===== config.mk =====
export PLATFORM = sky130hd
export DESIGN_NAME = score_display_ctrl
export DESIGN_NICKNAME = d
export VERILOG_FILES = /design/src/rtl/score_display_ctrl.sv
export SDC_FILE = /design/constraint.sdc
export NUM_CORES = 1
export LEC_CHECK = 0
export CORE_MARGIN = 10
export CORE_UTILIZATION = 55
export DETAILED_ROUTE_END_ITERATION = 8
export DONT_BUFFER_PORTS = 1
export GPL_TIMING_DRIVEN = 0
export PLACE_DENSITY = 0.7
export REMOVE_ABC_BUFFERS = 1
export SLEW_MARGIN = 20
export SYNTH_ARGS = -nofsm -noshare
export SYNTH_HDL_FRONTEND = slang
export SYNTH_SLANG_ARGS = --single-unit

===== constraint.sdc =====
create_clock -name clk -period 1.65 [get_ports clk]
set_input_delay 0 -clock clk [delete_from_list [all_inputs] [get_ports clk]]
set_output_delay 0 -clock clk [all_outputs]
set_load 0.01 [all_outputs]

===== src/rtl/score_display_ctrl.sv =====
// Shares one serial shift-add-3 binary-to-BCD converter between two score requesters
// with round-robin arbitration, and holds the two-digit BCD result for each team.
module score_display_ctrl #(
  parameter int VAL_W   = 7,
  parameter int MAX_VAL = 99
) (
  input  logic             clk,
  input  logic             reset_n,
  input  logic             req_a,
  input  logic [VAL_W-1:0] val_a,
  input  logic             req_b,
  input  logic [VAL_W-1:0] val_b,
  output logic             ack_a,
  output logic             ack_b,
  output logic             busy,
  output logic [3:0]       a_tens,
  output logic [3:0]       a_ones,
  output logic             tens_show_a,
  output logic [3:0]       b_tens,
  output logic [3:0]       b_ones,
  output logic             tens_show_b
);

  typedef enum logic [1:0] {IDLE, SHIFT, COMMIT} state_t;

  localparam logic [VAL_W-1:0] MAX_V    = VAL_W'(MAX_VAL);
  localparam logic [2:0]       LAST_CNT = 3'(VAL_W - 1);

  state_t           state;
  logic [VAL_W-1:0] bin;
  logic [7:0]       bcd;
  logic [2:0]       cnt;
  logic             grantee_b;
  logic             last_b;

  logic             elig_a;
  logic             elig_b;
  logic             grant_a;
  logic [VAL_W-1:0] val_sel;
  logic [VAL_W-1:0] clamped;
  logic [7:0]       adj;

  // A team that has just been acked sits out one cycle, so the other team gets in.
  always_comb begin
    elig_a  = req_a & ~ack_a;
    elig_b  = req_b & ~ack_b;
    grant_a = elig_a & (~elig_b | last_b);
    val_sel = grant_a ? val_a : val_b;
    clamped = (val_sel > MAX_V) ? MAX_V : val_sel;
    adj     = bcd;
    if (bcd[3:0] >= 4'd5) adj[3:0] = bcd[3:0] + 4'd3;
    if (bcd[7:4] >= 4'd5) adj[7:4] = bcd[7:4] + 4'd3;
  end

  always_ff @(posedge clk or negedge reset_n) begin
    if (!reset_n) begin
      state       <= IDLE;
      bin         <= '0;
      bcd         <= '0;
      cnt         <= '0;
      grantee_b   <= 1'b0;
      last_b      <= 1'b1;
      busy        <= 1'b0;
      ack_a       <= 1'b0;
      ack_b       <= 1'b0;
      a_tens      <= '0;
      a_ones      <= '0;
      tens_show_a <= 1'b0;
      b_tens      <= '0;
      b_ones      <= '0;
      tens_show_b <= 1'b0;
    end else begin
      ack_a <= 1'b0;
      ack_b <= 1'b0;
      case (state)
        IDLE: begin
          if (elig_a | elig_b) begin
            bin       <= clamped;
            bcd       <= '0;
            cnt       <= '0;
            grantee_b <= ~grant_a;
            busy      <= 1'b1;
            state     <= SHIFT;
          end
        end
        SHIFT: begin
          {bcd, bin} <= {adj, bin} << 1;
          cnt        <= cnt + 3'd1;
          if (cnt == LAST_CNT) state <= COMMIT;
        end
        COMMIT: begin
          if (grantee_b) begin
            b_tens      <= bcd[7:4];
            b_ones      <= bcd[3:0];
            tens_show_b <= (bcd[7:4] != 4'd0);
            ack_b       <= 1'b1;
          end else begin
            a_tens      <= bcd[7:4];
            a_ones      <= bcd[3:0];
            tens_show_a <= (bcd[7:4] != 4'd0);
            ack_a       <= 1'b1;
          end
          last_b <= grantee_b;
          busy   <= 1'b0;
          state  <= IDLE;
        end
        default: begin
          busy  <= 1'b0;
          state <= IDLE;
        end
      endcase
    end
  end

endmodule


======== Word-level counts from Yosys, hierarchy flattened ========
Cells that the tools add are included.
storage, ports and cells
  register bits ........................... 43
  word-level logic and storage cells ...... 65
  bits of input ports ..................... 18
  output and inout bits ................... 21
cells by class
  add/subtract/negate cells ............... 3
  bitwise logic cells ..................... 11
  reductions and logical operators ........ 9
  mux-type cells .......................... 19
  $lt $le $gt $ge ......................... 3
  equality and inequality tests ........... 5
operators with widths
  operator                                             number
  two-way mux 7 bit                                    3
  one-hot mux 8 bit (2 select lines)                   1
  one-hot mux 7 bit (2 select lines)                   1
  AND reduction 2 bit                                  6
  >= comparator 4 x 3 -> 1 bit, second input constant  2
  two-way mux 8 bit                                    1
  > comparator 7 bit, second input constant            1
  two-way mux 3 bit                                    2
  inverter 1 bit                                       6
  one-hot mux 3 bit (2 select lines)                   1
  two-way mux 1 bit                                    5
  adder 4 x 2 -> 4 bit, second input constant          1
  two-way mux 2 bit                                    2
  two-way mux 4 bit                                    1
  != test 2 bit, second input constant                 2
  one-hot mux 2 bit (2 select lines)                   1
  nonzero test 4 bit                                   1
  adder 3 x 1 -> 3 bit, second input constant          1
  adder 3 x 2 -> 3 bit, second input constant          1
  bitwise AND 1 bit                                    3
  equality test 3 bit, second input constant           1
  equality test 2 x 1 -> 1 bit, second input constant  1
  equality test 2 bit, second input constant           1
  logical NOT 2 bit                                    1
  other kinds (3)                                      4

======== Longest topological paths before layout ========
  depth in word-level cells ............... 10
  depth in mapped cells ................... 6
  gate-level depth less buffers ........... 6

======== Worst setup path after synthesis ========
OpenSTA, ideal clock, no wires.
  path kind ............................... register to register
  from .................................... reg last_b
  to ...................................... reg bin[2]
  clock period less this slack ............ 1.530 ns
  library setup time ...................... 0.082 ns
  path buffers ............................ 1
  stages on the path, launching flop included .. 6
  setup slack ............................. 0.120 ns
  arrival time ............................ 1.447 ns
  required time ........................... 1.568 ns
  cells stage by stage .................... dfstp_2 -> nor3b_4 -> or2_1 -> buf_6 -> a311o_1 -> o22ai_1
on the way
  word-level cells in the longest chain between the ends .. 7
RTL lines
  element                                 line  source
  start, declared                         34    logic last_b;
  start signal, assigned                  103   last_b <= grantee_b;
  bitwise OR 1 bit (*)                    47    grant_a = elig_a & (~elig_b | last_b);
  bitwise AND 1 bit (*)                   47
  two-way mux 7 bit (*)                   48    val_sel = grant_a ? val_a : val_b;
  > comparator 7 bit                      49    clamped = (val_sel > MAX_V) ? MAX_V : val_sel;
  two-way mux 7 bit (*)                   49
  two-way mux 7 bit (*)                   77    if (elig_a | elig_b) begin
  one-hot mux 7 bit (2 select lines) (*)  75    case (state)
  end signal, assigned                    78    bin <= clamped;
  end signal, assigned                    87    {bcd, bin} <= {adj, bin} << 1;
  end, declared                           30    logic [VAL_W-1:0] bin;
Mark *: on every way between the ends. The rest lies on a longest branch, timed or not. The select of a mux whose other input is x is not followed.
A chain may end at the register's enable or synchronous reset.

======== Worst setup path after layout ========
  from .................................... reg ack_b
  to ...................................... reg bin[2]
on the way
  word-level cells in the longest chain between the ends .. 10
  elaborated cells on any way between the ends .. 13
  classes of those cells .................. order compare: 1; eq/ne: 1; mux: 4; bitwise: 6; reduce/logical: 1
RTL lines
  element                             line  source
  start, declared                     14    output logic ack_b,
  start signal, assigned              65    ack_b <= 1'b0;
  start signal, assigned              74    ack_b <= 1'b0;
  start signal, assigned              96    ack_b <= 1'b1;
  inverter 1 bit (*)                  46    elig_b = req_b & ~ack_b;
  bitwise AND 1 bit (*)               46
  inverter 1 bit                      47
  bitwise OR 1 bit                    47
  bitwise AND 1 bit                   47
  two-way mux 7 bit                   48
  > comparator 7 bit                  49
  two-way mux 7 bit                   49
  two-way mux 7 bit                   77
  one-hot mux 7 bit (2 select lines)  75
Marked as above.

==> results.py <==
metrics = {
    "run_status": {
        "status": "finished, final reports clean",
    },
    "cts": {
        "clock_tree_from_tritoncts": "yes",
        "clock_tree.buffer_depth": 2,
        "cts_htree_levels": 2,
        "cts_num_sinks": 43,
        "insertion_delay_ns": 0.30,
        "cts-buffers-inserted": 5,
        "clockRootBuffer": "sky130_fd_sc_hd__clkbuf_8",
        "worst_setup_hold_path_clk_slew_ns": 0.08,
    },
    "grt": {
        "number_of_antenna_violations_at_the_first_check_in_global_routing": 0,
        "grt_overflow_total": 0,
        "grt_usage_pct": 14.4,
        "grt_start_max_net_pins": 44,
        "wire_length_of_the_first_global_routing_pass_um": 7330,
        "vias_in_the_first_global_route": 1447,
    },
    "critical_path": {
        "timing_worst_setup_path_type": "reg2reg",
        "worst_endpoint_required_time_ns": 1.86,
        "timing.rr.start": "ack_b",
        "startpoint": "ack_b",
        "critPathMaxStageDelay_ns": 0.46,
        "worst_ep_arrival_ns": 1.83,
        "crit_path_cell_trace": "nand2b_4, a211o_4, a311o_1, o22ai_1",
        "critPathCaptureType": "register",
        "maximum_fanout_count_along_the_critical_path": 4,
        "critPathSlowestCell": "sky130_fd_sc_hd__dfrtp_2",
        "setup.reg_to_reg.worst_slack_ns": 0.03,
        "critPathLaunchType": "register",
    },
    "sta": {
        "fmaxAchievable_mhz": 618,
        "worst_slew_pin_slew_ns": 0.448,
        "slew_headroom_pct": 70.1,
        "fin_crit_sh_pct": 98.1,
        "setup_viol": 0,
        "grt_setup_unrepaired": "yes",
        "fin_crit_ns": 1.62,
        "final_report_max_slew_violation_count": 0,
        "worst_clock_skew_ns": 0.00886,
        "report.final.hold_viol_count": 0,
    },
    "place": {
        "placement.io_buffers": 0,
        "numPlacedInstances": 221,
        "gpl.final_weighted_congestion": 0.865,
        "half_perimeter_wire_length_after_detailed_placement_um": 2910,
        "dpl-instance-area_um2": 2030,
    },
    "floorplan": {
        "die_height_um": 80.4,
        "dieArea_um2": 6470,
        "placeableCoreArea_um2": 3440,
        "die_w_um": 80.4,
        "start_util_pct": 58.4,
        "floorplan.rows": 21,
        "io_pins": 39,
    },
    "finish": {
        "final-instance-count-excl-fill": 249,
        "cell_area_after_layout_um2": 2390,
        "antennaDiodeCount": 0,
        "drive_gt1_share_pct": 25.1,
        "flow.area_growth_from_synthesis_pct": 19.1,
        "fillerInstances": 245,
        "final_net_count": 227,
    },
    "pwr": {
        "power.leakage_uw": 0.00108,
        "vdd_drop_max_mv": 0.803,
        "power_per_cell_area_nw_per_um2": 1760,
    },
    "hold_path": {
        "worstHoldStart": "req_a",
        "hold_path.class": "in2reg",
    },
    "logic_synthesis": {
        "avgSynthCellArea_um2": 11.0,
        "ys_seq_area_share_pct": 53.6,
        "ys_seq_elements": 43,
        "synth_cell_type_count": 37,
        "yosysWarningCount": 0,
        "synth_largest_type_area_fraction_pct": 52.3,
        "synth_area_leader_cell": "sky130_fd_sc_hd__dfrtp_1",
        "synth_area_leaders": "sky130_fd_sc_hd__dfrtp_1 52%, sky130_fd_sc_hd__mux2_2 7.8%, sky130_fd_sc_hd__ha_1 4.4%",
        "mappedNetlistArea_um2": 2010,
        "number_of_cells_produced_by_synthesis": 183,
    },
    "run": {
        "drv.max_cap_violation_count": 0,
    },
    "routing": {
        "residual_drc": 0,
        "detail_route.wirelength_um": 4680,
        "detail_route.vias_per_cell": 6.07,
        "dr.pass1.iters": 4,
        "antenna_violating_nets_post_route": 0,
        "drt-wirelength-per-cell_um": 18.8,
        "detailroute.via_count": 1511,
        "dr.first_iter.drc_count": 105,
    },
}
## cell type report
cell class	count	area, um^2	share of cell area (%)
sequential	43	1080	45.2
tap	46	57.6	2.41
multi-input combinational	126	938	39.2
clock inverter	1	7.51	0.314
timing repair buffer	19	185	7.74
clock buffer	7	96.3	4.03
inverter	7	26.3	1.10
## per-stage QoR
step	setup TNS, ns	total power [uW]	setup slack (ns)	utilization, %	hold WS (ns)
6_report	0	4210	0.0320	69.5	0.0478
2_1_floorplan	0	2900	0.0409	-	-0.296
4_1_cts	0	4170	0.0222	67.9	0.0309
5_1_grt	-0.0372	4520	-0.0202	69.5	0.0485
3_3_place_gp	-2.83	3170	-0.253	58.9	-0.294
3_5_place_dp	-3.71	3270	-0.344	58.9	-0.294
## synth_stat cells, drive strengths merged
cell,number
o21ai,17
a31o,1
a32o,2
nor2b,1
nor4,2
inv,7
nor3,1
nand3,9
a311o,1
mux2i,5
xor2,1
buf,2
or3,3
ha,7
dfstp,1
mux2,14
o211ai,2
nor2,9
a211o,1
or2,1
o22ai,4
xnor2,2
a21oi,10
clkbuf,6
nand2,16
o311a,1
nor3b,3
o311ai,1
nand3b,1
a31oi,1
o31ai,1
nand2b,6
a211oi,2
dfrtp,42
## power by group
part           internal (uW)  switching (uW)
registers               1510             483
clock network            381             361
logic                    708             772
total                   2600            1620
## sequential cells by signal, indices dropped and copies added, names as in the netlist, 2 cells and up
name / flops
bin: 7
b_tens: 4
a_ones: 4
a_tens: 4
cnt: 3
bcd: 8
b_ones: 4
state: 2
## worst max-delay path, delay by kind of cell, from the launching register on
| kind | cells | cell delay, ns |
|---|---|---|
| flops | 1 | 0.46 |
| simple gates | 1 | 0.18 |
| compound gates | 3 | 0.89 |
## path summary, 6_finish.rpt
check,to,cells past startpoint
min in group asynchronous,bcd[1],2
max in group asynchronous,last_b,2
worst min register to register,last_b,2
worst max-delay path,bin[2],4
worst max register to register,bin[2],4
worst min-delay path,grantee_b,3
## kinds of logic (layout without fill, tap and decap cells)
group | Yosys count | after routing | synth area share, %
simple gates | 52 | 52 | 13.6
xor+xnor | 3 | 3 | 1.31
flops | 43 | 43 | 53.6
buf+inv | 15 | 34 | 3.24
mux | 19 | 19 | 10.3
fa+ha+maj | 7 | 7 | 4.36
compound gates | 44 | 45 | 13.5
## placed cells by master (no fill, tap or decap), types with 2 or more instances in the layout
cell,Yosys,routed
sky130_fd_sc_hd__dfrtp_2,0,3
sky130_fd_sc_hd__o211ai_1,2,2
sky130_fd_sc_hd__nor4_1,2,2
sky130_fd_sc_hd__inv_1,7,4
sky130_fd_sc_hd__inv_2,0,3
sky130_fd_sc_hd__mux2i_1,5,5
sky130_fd_sc_hd__a21oi_1,10,8
sky130_fd_sc_hd__dlygate4sd3_1,0,12
sky130_fd_sc_hd__o22ai_1,4,3
sky130_fd_sc_hd__o21ai_0,17,16
sky130_fd_sc_hd__clkbuf_8,0,7
sky130_fd_sc_hd__a32o_1,2,2
sky130_fd_sc_hd__buf_4,0,6
sky130_fd_sc_hd__nor3b_1,2,2
sky130_fd_sc_hd__nand2b_1,5,3
sky130_fd_sc_hd__mux2_2,14,14
sky130_fd_sc_hd__nand2b_4,1,3
sky130_fd_sc_hd__nand2_1,16,16
sky130_fd_sc_hd__nand3_1,9,9
sky130_fd_sc_hd__nor2_1,9,8
sky130_fd_sc_hd__dfrtp_1,42,39
sky130_fd_sc_hd__or3_1,3,3
sky130_fd_sc_hd__ha_1,7,6
sky130_fd_sc_hd__xnor2_1,2,2
sky130_fd_sc_hd__a21oi_2,0,2
## what timing repair did
| action | in CTS | in global routing |
|---|---|---|
| buffers inserted | 2 | 4 |
| pin swaps | 1 | 6 |
| gates resized for setup | 12 | 10 |
| setup endpoints to repair | 20 | 13 |
| hold buffers | 13 | 0 |
| gates cloned | 1 | 0 |
| endpoints found under the hold margin | 49 | 0 |
## metal layers
layer | global-route usage (%) | share of wire [%]
met1 | 16.8 | 39
met2 | 24.8 | 53
met3 | 4.12 | 5.4
met4 | 4.40 | 2.0
met5 | 0 | 0
Note: power is estimated with default switching activity, not from simulation.
